===== src/rtl/timer_pkg.sv =====
// Shared types for the countdown timer: FSM state codes, BCD digit constants
// and the strobe arbitration used when several control strobes coincide.
package timer_pkg;

  localparam int               BCD_W   = 4;
  localparam logic [BCD_W-1:0] BCD_MAX = 4'd9;

  typedef enum logic [2:0] {
    ST_IDLE  = 3'd0,
    ST_SET   = 3'd1,
    ST_RUN   = 3'd2,
    ST_PAUSE = 3'd3,
    ST_DONE  = 3'd4
  } state_e;

  // Encoded value doubles as priority: a larger code beats a smaller one.
  typedef enum logic [2:0] {
    SB_NONE  = 3'd0,
    SB_KEY   = 3'd1,
    SB_START = 3'd2,
    SB_STOP  = 3'd3,
    SB_CLEAR = 3'd4
  } strobe_e;

  function automatic strobe_e pick_strobe(input logic i_clear, input logic i_stop,
                                          input logic i_start, input logic i_key);
    if (i_clear)      return SB_CLEAR;
    else if (i_stop)  return SB_STOP;
    else if (i_start) return SB_START;
    else if (i_key)   return SB_KEY;
    return SB_NONE;
  endfunction

endpackage


===== src/rtl/tick_prescaler.sv =====
// Modulo-TICK_DIV counter; o_tick is high combinationally while the count sits at TICK_DIV-1.
// i_clr forces zero (wins over i_hold); i_hold freezes the count.
module tick_prescaler #(
  parameter int TICK_DIV = 100
) (
  input  logic clk,
  input  logic rst,
  input  logic i_clr,
  input  logic i_hold,
  output logic o_tick
);

  localparam int            CW    = (TICK_DIV > 2) ? $clog2(TICK_DIV) : 1;
  localparam logic [CW-1:0] W_MAX = CW'(TICK_DIV - 1);

  logic [CW-1:0] r_cnt;

  always_ff @(posedge clk) begin
    if (!rst) begin
      r_cnt <= '0;
    end else if (i_clr) begin
      r_cnt <= '0;
    end else if (!i_hold) begin
      r_cnt <= (r_cnt == W_MAX) ? '0 : r_cnt + CW'(1);
    end
  end

  assign o_tick = (r_cnt == W_MAX);

endmodule


===== src/rtl/timer_ctrl.sv =====
// Countdown timer controller: keypad entry, load of the BCD down-counter chain, one count strobe per tick.
// Define TIMER_AUTO_RELOAD_EN for a periodic timer that reloads and restarts after a one-cycle DONE.
module timer_ctrl
  import timer_pkg::*;
#(
  parameter int TICK_DIV = 100,
  parameter int DIGITS   = 4
) (
  input  logic                      clk,
  input  logic                      rst,
  input  logic                      key_valid,
  input  logic [BCD_W-1:0]          key_digit,
  input  logic                      start,
  input  logic                      stop,
  input  logic                      clear,
  input  logic                      cnt_zero,
  output logic                      load,
  output logic [BCD_W*DIGITS-1:0]   load_data,
  output logic                      enablen,
  output logic                      done,
  output logic [2:0]                state
);

  localparam int LW = BCD_W * DIGITS;

  state_e        r_state;
  state_e        w_state_nxt;
  logic [LW-1:0] r_load_data;
  logic [LW-1:0] w_load_data_nxt;
  logic          r_load;
  logic          w_load_nxt;
  logic          w_ps_clr;
  logic          w_ps_hold;
  logic          w_tick;
  logic          w_key_ok;
  strobe_e       w_strobe;
  logic [LW-1:0] w_shift;
  logic [LW-1:0] w_fresh;

  assign w_key_ok = key_valid && (key_digit <= BCD_MAX);
  assign w_strobe = pick_strobe(clear, stop, start, w_key_ok);
  assign w_shift  = {r_load_data[LW-BCD_W-1:0], key_digit};
  assign w_fresh  = LW'(key_digit);

  always_ff @(posedge clk) begin
    if (!rst) begin
      r_state     <= ST_IDLE;
      r_load_data <= '0;
      r_load      <= 1'b0;
    end else begin
      r_state     <= w_state_nxt;
      r_load_data <= w_load_data_nxt;
      r_load      <= w_load_nxt;
    end
  end

  always_comb begin
    w_state_nxt     = r_state;
    w_load_data_nxt = r_load_data;
    w_load_nxt      = 1'b0;
    w_ps_clr        = 1'b0;
    if (w_strobe == SB_CLEAR) begin
      // Abort from anywhere: zero the entry and push zeros into the chain.
      w_state_nxt     = ST_IDLE;
      w_load_data_nxt = '0;
      w_load_nxt      = 1'b1;
    end else begin
      case (r_state)
        ST_IDLE: begin
          if (w_strobe == SB_KEY) begin
            w_state_nxt     = ST_SET;
            w_load_data_nxt = w_fresh;
          end
        end
        ST_SET: begin
          if (w_strobe == SB_START && r_load_data != '0) begin
            w_state_nxt = ST_RUN;
            w_load_nxt  = 1'b1;
            w_ps_clr    = 1'b1;
          end else if (w_strobe == SB_KEY) begin
            w_load_data_nxt = w_shift;
          end
        end
        ST_RUN: begin
          // cnt_zero still reflects the old chain contents during the load cycle.
          if (cnt_zero && !r_load) begin
            w_state_nxt = ST_DONE;
          end else if (w_strobe == SB_STOP) begin
            w_state_nxt = ST_PAUSE;
          end
        end
        ST_PAUSE: begin
          if (w_strobe == SB_START) begin
            w_state_nxt = ST_RUN;
          end
        end
        ST_DONE: begin
          if (w_strobe == SB_START) begin
            w_state_nxt = ST_IDLE;
          end else if (w_strobe == SB_KEY) begin
            w_state_nxt     = ST_SET;
            w_load_data_nxt = w_fresh;
          end else begin
`ifdef TIMER_AUTO_RELOAD_EN
            w_state_nxt = ST_RUN;
            w_load_nxt  = 1'b1;
            w_ps_clr    = 1'b1;
`else
            w_state_nxt = ST_DONE;
`endif
          end
        end
        default: w_state_nxt = ST_IDLE;
      endcase
    end
  end

  // Count only in settled RUN cycles that stay in RUN, so a tick that meets stop/clear/zero is deferred or dropped.
  assign w_ps_hold = (r_state != ST_RUN) || r_load || (w_state_nxt != ST_RUN);

  tick_prescaler #(
    .TICK_DIV (TICK_DIV)
  ) u_prescaler (
    .clk    (clk),
    .rst    (rst),
    .i_clr  (w_ps_clr),
    .i_hold (w_ps_hold),
    .o_tick (w_tick)
  );

  assign enablen   = !((r_state == ST_RUN) && (w_state_nxt == ST_RUN) && !r_load && w_tick);
  assign load      = r_load;
  assign load_data = r_load_data;
  assign done      = (r_state == ST_DONE);
  assign state     = r_state;

endmodule

===== config.mk =====
export PLATFORM = sky130hd
export DESIGN_NAME = timer_ctrl
export DESIGN_NICKNAME = d
export VERILOG_FILES = /design/src/rtl/timer_pkg.sv /design/src/rtl/tick_prescaler.sv /design/src/rtl/timer_ctrl.sv
export SDC_FILE = /design/constraint.sdc
export NUM_CORES = 1
export LEC_CHECK = 0
export ABC_AREA = 0
export BUFFER_PORTS_ARGS = -buffer_cell sky130_fd_sc_hd__buf_4
export CAP_MARGIN = 15
export CORE_ASPECT_RATIO = 1.5
export CORE_MARGIN = 4
export CORE_UTILIZATION = 50
export DETAILED_ROUTE_END_ITERATION = 10
export PLACE_DENSITY = 0.77
export SYNTH_ARGS = -nofsm -noshare
export SYNTH_HDL_FRONTEND = slang
export SYNTH_SLANG_ARGS = --single-unit

===== constraint.sdc =====
create_clock -name clk -period 2.35 [get_ports clk]
set_input_delay 0.235 -clock clk [delete_from_list [all_inputs] [get_ports clk]]
set_output_delay 0.235 -clock clk [all_outputs]
set_load 0.02 [all_outputs]

==> results.yml, run 1 <==
layout:
  finalInstanceArea_sq_mm: 0.00147
  fin_util_pct: 65.1
  multi_input_area_sq_um: 616
  seq_area_sq_um: 541
  nFillCells: 193
  syn2layout_area_growth_pct: 24.2
  fin_nets: 170
  drive_above_1_share_pct: 27.4
  n_antenna_cell: 0
critical_path:
  cp_max_fo: 6
  end_kind: "output pin"
  cp-start-kind: "register"
  setup.worst_path.class: "reg -> out"
  rr_worst_depth: 5
  cp_data_arrival_time_ns: 1.86
  cp.required_ns: 2.12
floorplanning:
  die_area_sq_mm: 0.00323
  ios: 33
  start_util_pct: 52.4
  coreArea_sq_mm: 0.00226
  die_h_microns: 67.6
  floorplan.rows: 21
  die_w_microns: 47.7
timing:
  max_freq_mhz: 478
  tightest_slew_ns: 0.806
  setup_tns_ns: 0
  drv_slew: 0
  finalCritPeriodShare_pct: 89.0
  setup_viol: 0
  slew_headroom_pct: 46.2
  rsz0062_at_grt: "no"
  hold_viol: 0
  clock_skew_ns: 0.000762
  min_period_ns: 2.09
logic_synthesis:
  synth_seq_cells: 27
  syn-num-nets: 135
  netlist_area_sq_mm: 0.00118
  yosysWarnings: 0
  avgSynthCellArea_sq_um: 9.62
  seq_area_frac_synth_pct: 45.7
  synth_cell_types: 35
  netlist_instances: 123
routing:
  antenna_left: 0
  drc: 0
  dr.pass1.iters: 4
  num_vias: 1072
  wirelength_microns: 2570
  wl_per_cell_microns: 14.3
  first_iter_violations: 38
  vias_per_cell: 5.96
worst_hold_path:
  hp-class: "in -> reg"
  worstHoldPathCells: 3
clock_network:
  cts_inserted_buffers: 3
  path_clk_slew_ns: 0.14
  holdBufCountCts: 0
  cts_tree: "built"
  cts.path.max_buffers: 2
  clock_latency_ns: 0.31
  cts_sinks: 27
  post_cts_resized: 0
  clockRootBuffer: "clkbuf_4"
  htree_levels: 1
  cts_setup_buffers: 0
grt:
  grt_max_degree: 17
  grt_pass1_wl_microns: 4530
  antenna_found_initial: 0
  grt_usage_pct: 18.6
  grt_overflow_total: 0
  grt_pass1_vias: 1087
status:
  status: "completed"
placed_design:
  portBuffers: 32
  hpwl_microns: 2060
  routabilityCongestion: 0.751
  postPlaceCellArea_sq_mm: 0.00144
pwr:
  vdd_drop_max_v: 0.000442
  pwr_density_cell_mw_per_mm2: 475
  leakage_nw: 0.611
  power.total_uw: 698
flow_run:
  maxCapViolations: 0
-- registers in the layout, summed over array words and instances, names as in the netlist --
register	flops
load_data	16
u_prescaler.r_cnt	7
state	3
load	1
-- final timing paths --
| kind | slack, ns | startpoint | end |
|---|---|---|---|
| hold reg to reg | 0.51 | u_prescaler.r_cnt[6] | u_prescaler.r_cnt[6] |
| hold / removal | 0.14 | key_digit[0] | load_data[0] |
| setup / recovery | 0.26 | u_prescaler.r_cnt[2] | enablen |
| setup reg to reg | 0.33 | state[1] | u_prescaler.r_cnt[6] |
-- synth_stat cells --
cell type	number	area (sq um)
a21boi_0	1	7.51
a21o_1	1	7.51
a21oi_1	8	40.0
a22o_1	12	105
a31oi_1	2	12.5
a32oi_2	1	16.3
and2_1	1	6.26
and3_1	1	6.26
and3b_1	1	8.76
buf_2	1	5.00
buf_6	1	11.3
clkbuf_1	1	3.75
dfxtp_1	27	541
ha_1	1	12.5
inv_1	2	7.51
mux2i_1	5	50.1
nand2_1	7	26.3
nand2b_1	1	6.26
nand3_1	5	25.0
nand3_2	1	10.0
nand4_1	3	18.8
nor2_1	9	33.8
nor2b_1	3	18.8
nor3_1	2	10.0
nor3b_1	1	7.51
nor3b_2	1	12.5
nor4_1	4	25.0
nor4b_1	1	8.76
nor4b_2	2	30.0
o211ai_2	1	12.5
o21ai_0	7	35.0
o31ai_1	1	7.51
or3_1	5	31.3
or3b_1	1	8.76
or4_1	2	15.0
-- stage by stage --
| stage | setup WS, ns | hold slack, ns | std cells |
|---|---|---|---|
| floorplan | 0.540 | 0.379 | 123 |
| global placement | 0.421 | 0.466 | 176 |
| detailed placement | 0.349 | 0.472 | 176 |
| CTS | 0.248 | 0.134 | 180 |
| global route | 0.148 | 0.150 | 180 |
| finish | 0.258 | 0.142 | 180 |
-- per-layer routing --
| metal | routed length (microns) | GRT usage, % |
|---|---|---|
| met1 | 1040 | 21.7 |
| met2 | 1430 | 32.9 |
| met3 | 85 | 2.67 |
| met4 | 20 | 6.06 |
| met5 | 0 | 0 |
-- kinds of logic after synthesis --
| family | after synthesis | synth area share, % |
|---|---|---|
| AOI/OAI and AO/OA | 34 | 20.6 |
| adders and majority gates | 1 | 1.06 |
| and+or+nand+nor | 51 | 26.1 |
| muxes | 5 | 4.23 |
| DFF | 27 | 45.7 |
| buffers and inverters | 5 | 2.33 |
-- power by group --
group | switching (mW) | internal, mW
sequential | 0.00174 | 0.459
clock | 0.131 | 0.0649
combinational | 0.0226 | 0.0188
total | 0.155 | 0.543
-- area by class of cell --
class                           count  area share, %
Multi-Input combinational cell     91           41.9
Sequential cell                    27           36.8
Timing Repair Buffer               33           16.9
Tap cell                           23           1.96
Clock buffer                        3           1.53
Clock inverter                      1          0.511
Inverter                            2          0.511
-- worst max-delay path, stage by stage (launching register included) --
cell and delay [ns]:
dfxtp_1 0.37, or3_1 0.40, nor3_1 0.40, nand4_1 0.18, buf_4 0.19
-- cell usage in the layout (no fill, tap or decap), types with 2 or more instances in the layout --
| master | netlist | routed |
|---|---|---|
| or3_1 | 5 | 5 |
| nand2_1 | 7 | 7 |
| clkbuf_4 | 0 | 3 |
| nor2_1 | 9 | 9 |
| nand4_1 | 3 | 3 |
| a21oi_1 | 8 | 8 |
| a22o_1 | 12 | 12 |
| nor2b_1 | 3 | 3 |
| o21ai_0 | 7 | 7 |
| dfxtp_1 | 27 | 27 |
| inv_1 | 2 | 2 |
| mux2i_1 | 5 | 5 |
| or4_1 | 2 | 2 |
| nand3_1 | 5 | 5 |
| a31oi_1 | 2 | 2 |
| nor3_1 | 2 | 2 |
| nor4b_2 | 2 | 2 |
| nor4_1 | 4 | 4 |
| buf_4 | 0 | 33 |
Power figures use the tool's default switching activity.
==> run 2: changes to the inputs <==
CORE_UTILIZATION = 54   (was 50)
MAX_ROUTING_LAYER = met4   (was unset)
PLACE_DENSITY = 0.82   (was 0.77)
clock period = 2.5 ns   (was 2.35 ns; I/O delays follow)
==> run 2 against run 1 <==
- count of clock-buffer cells in the layout unchanged
- critical path depth is the same
- final area increased by 0.43%
- routed wire length grew 2.3%
==> results.yml, run 2 (synthesis gave the netlist of run 1 again) <==
status:
  status: "completed"
critical_path:
  reg2reg_slack_ns: 0.48
  cp.required_ns: 2.25
  setup.worst_path.class: "reg -> out"
  cp_data_arrival_time_ns: 1.79
  rr_worst_depth: 5
  cp_cell_sequence: "or3_1, nor3_1, nand4_1, buf_4"
  cp-start-kind: "register"
  critical-path-max-stage-delay_ns: 0.40
  crit_slowest_cell: "or3_1"
  end_kind: "output pin"
  cp_max_fo: 6
worst_hold_path:
  hp-class: "in -> reg"
  worstHoldPathCells: 3
routing:
  wl_per_cell_microns: 14.6
  wirelength_microns: 2630
  num_vias: 1067
  drc: 0
  first_iter_violations: 37
  dr.pass1.iters: 4
  antenna_left: 0
  vias_per_cell: 5.93
grt:
  grt_max_degree: 17
  antenna_found_initial: 0
  grt_pass1_wl_microns: 4540
  grt_pass1_vias: 1023
  grt_overflow_total: 0
  grt_usage_pct: 20.6
clock_network:
  holdBufCountCts: 0
  cts_inserted_buffers: 3
  cts.path.max_buffers: 2
  cts_sinks: 27
  clock_latency_ns: 0.32
  path_clk_slew_ns: 0.14
  cts_tree: "built"
  htree_levels: 1
  post_cts_resized: 0
  cts_setup_buffers: 0
  clockRootBuffer: "clkbuf_4"
timing:
  clock_skew_ns: 0.00411
  max_freq_mhz: 491
  rsz0062_at_grt: "no"
  setup_viol: 0
  setup_tns_ns: 0
  hold_viol: 0
  finalCritPeriodShare_pct: 81.5
  tightest_slew_ns: 0.436
  drv_slew: 0
  min_period_ns: 2.04
  slew_headroom_pct: 70.7
  hold_ws_ns: 0.145
floorplanning:
  die_h_microns: 65.3
  die_w_microns: 46.2
  ios: 33
  start_util_pct: 57.7
  die_area_sq_mm: 0.00302
  floorplan.rows: 20
  coreArea_sq_mm: 0.00205
pwr:
  pwr_density_cell_mw_per_mm2: 448
  vdd_drop_max_v: 0.000403
  leakage_nw: 0.616
layout:
  final_cell_mix: "buf_4, dfxtp_1, a22o_1, nor2_1, a21oi_1"
  finalNonFillerCells: 180
  drive_above_1_share_pct: 27.8
  n_antenna_cell: 0
  syn2layout_area_growth_pct: 24.7
  fin_util_pct: 72.0
  final_common_cell: "buf_4"
  fin_nets: 171
  largest_register_ffs: 16
placed_design:
  portBuffers: 32
  hpwl_microns: 2040
  dpl.cell_count: 176
  routabilityCongestion: 0.823
flow_run:
  maxCapViolations: 0
==> run 2: power breakdown <==
group / leakage [nW] / switching, mW / internal (mW) / total (mW)
clock: 0.0139 / 0.127 / 0.0612 / 0.188
combinational: 0.385 / 0.0213 / 0.0187 / 0.0400
sequential: 0.218 / 0.00167 / 0.432 / 0.433
total: 0.616 / 0.150 / 0.512 / 0.662
==> run 2: cell type report <==
class | instances | area [sq um]
multi-input cells | 91 | 616
fillers | 164 | 576
flip-flops and latches | 27 | 541
repair buffers | 34 | 255
well taps | 22 | 27.5
clock buffers | 3 | 22.5
clock inverters | 1 | 7.51
inverters | 2 | 7.51
==> run 2: final timing paths <==
kind	from	end
min	key_digit[0]	load_data[0]
max reg2reg	state[1]	u_prescaler.r_cnt[6]
max	u_prescaler.r_cnt[2]	enablen
min reg2reg	u_prescaler.r_cnt[6]	u_prescaler.r_cnt[6]
==> run 2: per-stage QoR <==
stage          total power [mW]  setup WS [ns]  area (sq um)
2_1_floorplan             0.460          0.690          1180
5_1_grt                   0.700          0.307          1480
6_report                  0.662          0.461          1480
3_5_place_dp              0.483          0.453          1450
3_3_place_gp              0.482          0.575          1450
4_1_cts                   0.670          0.445          1480
==> run 2: critical path: cells and delay by family (launching register included) <==
kind | cells | cell delay [ns]
flip-flops | 1 | 0.37
AND/OR/NAND/NOR | 3 | 0.91
buffers and inverters | 1 | 0.18
==> run 2: layer usage <==
layer  part of all wire [%]  wire length [microns]  GRT usage (%)  vias to the layer above
li1                       -                      -              -                      540
met1                     41                   1090           22.8                      488
met2                     53                   1390           35.3                       35
met3                    4.5                    118           3.56                        4
met4                    1.4                     36           7.47                        0
met5                      0                      0              -                        -
==> run 3: changes to the inputs <==
ABC_AREA = 1   (was 0)
CORE_UTILIZATION = 53   (was 54)
PLACE_DENSITY = 0.79   (was 0.82)
clock period = 2.05 ns   (was 2.5 ns; I/O delays follow)
==> run 3 against run 2 <==
- hold slack worse by 0.032 ns
- sequential share of layout area decreased by 5.3 points
- die area up 20%
- power up 25%
- synthesized cell count rose by 68%
- worst setup slack lost 0.33 ns
- sequential power is 22% higher
- final area increased by 18%
==> results.yml, run 3 <==
status:
  status: "completed"
clock_network:
  cts_tree: "built"
  holdBufCountCts: 0
  clock_latency_ns: 0.33
  cts_setup_buffers: 0
  cts_inserted_buffers: 3
  path_clk_slew_ns: 0.16
  cts_sinks: 27
  htree_levels: 1
  cts.path.max_buffers: 2
  clockRootBuffer: "clkbuf_4"
floorplanning:
  coreArea_sq_mm: 0.00253
  start_util_pct: 56.6
  ios: 33
  die_area_sq_mm: 0.00362
  floorplan.rows: 22
  die_w_microns: 50.5
  die_h_microns: 71.7
routing:
  drc: 0
  dr.pass1.iters: 4
  wirelength_microns: 3350
  wl_per_cell_microns: 12.1
  first_iter_violations: 60
  antenna_left: 0
  vias_per_cell: 5.29
  num_vias: 1460
pwr:
  leakage_nw: 0.723
  intPower_uw: 623
  switching_share_pct: 24.5
  vdd_drop_max_v: 0.000360
  seq_power_share_pct: 63.9
  p_switching_uw: 202
  pwr_density_cell_mw_per_mm2: 472
  pwr-share-comb_pct: 7.3
  clockPowerShare_pct: 28.8
timing:
  hold_viol: 0
  slew_headroom_pct: 64.1
  rsz0062_at_grt: "no"
  clock_skew_ns: 0.0143
  min_period_ns: 1.91
  setup_viol: 0
  drv_slew: 0
  setup_ws_ns: 0.136
  setup_tns_ns: 0
  tightest_slew_ns: 0.537
  max_freq_mhz: 522
  hold_ws_ns: 0.113
  finalCritPeriodShare_pct: 93.4
logic_synthesis:
  yosys-top-cells-count: "nand2_1, dfxtp_1, nor2_1, a21oi_1, nand3_1"
  avgSynthCellArea_sq_um: 6.93
  synth.most_common_cell: "nand2_1"
  seq_area_frac_synth_pct: 37.7
  yosysWarnings: 0
  synth_cell_types: 28
  syn-num-nets: 219
  synth_edf_count: 0
  synth_ff_type: "dfxtp_1"
  synth-async-reset-ratio_pct: 0
  synth_area_leaders: "dfxtp_1, nand2_1, a21oi_1"
  synth_seq_cells: 27
  netlist_instances: 207
  synth_top_area_cell: "dfxtp_1"
  netlist_area_sq_mm: 0.00143
  synth_top_area_share_pct: 37.7
grt:
  antenna_found_initial: 0
  grt_usage_pct: 19.7
  grt_overflow_total: 0
  grt_pass1_wl_microns: 5620
  grt_max_degree: 17
  grt_pass1_vias: 1387
placed_design:
  portBuffers: 32
  pre_cts_ws_ns: 0.364
  hpwl_microns: 2660
  routabilityCongestion: 0.845
critical_path:
  end_kind: "output pin"
  crit_slowest_cell: "dfxtp_4"
  cp_max_fo: 8
  critical-path-max-stage-delay_ns: 0.39
  cp-start-kind: "register"
  cp.required_ns: 1.85
  path_buf_inv: 2
  setup.worst_path.class: "reg -> out"
  cp_data_arrival_time_ns: 1.71
  cp_cell_sequence: "inv_1, nand2_2, nor3_2, nand4_4, nor2_4, nand2_2, buf_4"
  path_common_cell: "nand2_2"
  crit_family: "simple AND/OR/NAND/NOR gates"
layout:
  final_common_cell: "nand2_1"
  largest_register_ffs: 16
  n_antenna_cell: 0
  drive_above_1_share_pct: 25.4
  syn2layout_area_growth_pct: 21.8
  final_cell_mix: "nand2_1, buf_4, nor2_1, a21oi_1, dfxtp_1"
  fin_nets: 253
flow_run:
  maxCapViolations: 0
worst_hold_path:
  hp-class: "in -> reg"
[run 3: repair_timing]
item / CTS / global route
pin swaps: 0 / 2
endpoints found under the setup margin: 1 / 1
resized for setup: 1 / 6
[run 3: stage by stage]
step / util [%] / power, mW / area [sq um] / instances
CTS: 68.3 / 0.837 / 1730 / 276
global route: 69.0 / 0.863 / 1750 / 276
finish: 69.0 / 0.825 / 1750 / 276
global placement: 67.0 / 0.599 / 1700 / 272
floorplan: - / 0.576 / 1430 / 207
detailed placement: 67.0 / 0.600 / 1700 / 272
[run 3: final timing paths]
path	endpoint	start	cells past startpoint	slack, ns
worst max register to register	u_prescaler.r_cnt[6]	u_prescaler.r_cnt[0]	8	0.58
worst min register to register	load_data[13]	load_data[13]	2	0.49
worst min-delay path	load_data[0]	key_digit[0]	3	0.11
worst max-delay path	enablen	state[2]	7	0.14
[run 3: per-layer routing]
layer / vias up / share of wire [%] / GRT usage [%]
li1: 739 / - / -
met1: 682 / 38 / 18.4
met2: 31 / 57 / 40.8
met3: 8 / 3.0 / 2.08
met4: 0 / 1.8 / 4.49
met5: - / 0 / -
[run 3: layout make-up]
class | count | area (sq um)
clock buffers | 3 | 22.5
clock inverters | 1 | 7.51
fillers | 225 | 786
inverters | 23 | 88.8
multi-input cells | 152 | 781
flip-flops and latches | 27 | 547
well taps | 36 | 45.0
repair buffers | 34 | 255
[run 3: power by group through the flow]
stage / sequential [mW] / combinational, mW / clock (mW)
floorplan: 0.542 / 0.0340 / 0
CTS: 0.529 / 0.0599 / 0.248
finish: 0.528 / 0.0602 / 0.237
global placement: 0.540 / 0.0588 / 0
global route: 0.528 / 0.0669 / 0.268
detailed placement: 0.540 / 0.0597 / 0
[run 3: kinds of logic after synthesis]
logic type,after synthesis,synth area share (%)
DFF,27,37.7
and+or+nand+nor,111,36.5
xor gates and xnor gates,2,1.22
buffers and inverters,28,8.73
AOI/OAI and AO/OA,38,15.0
adders and majority gates,1,0.872
[run 3: worst min-delay path, stage by stage]
cell,delay (ns)
buf_4,0.11
nand2_1,0.05
a21oi_1,0.05
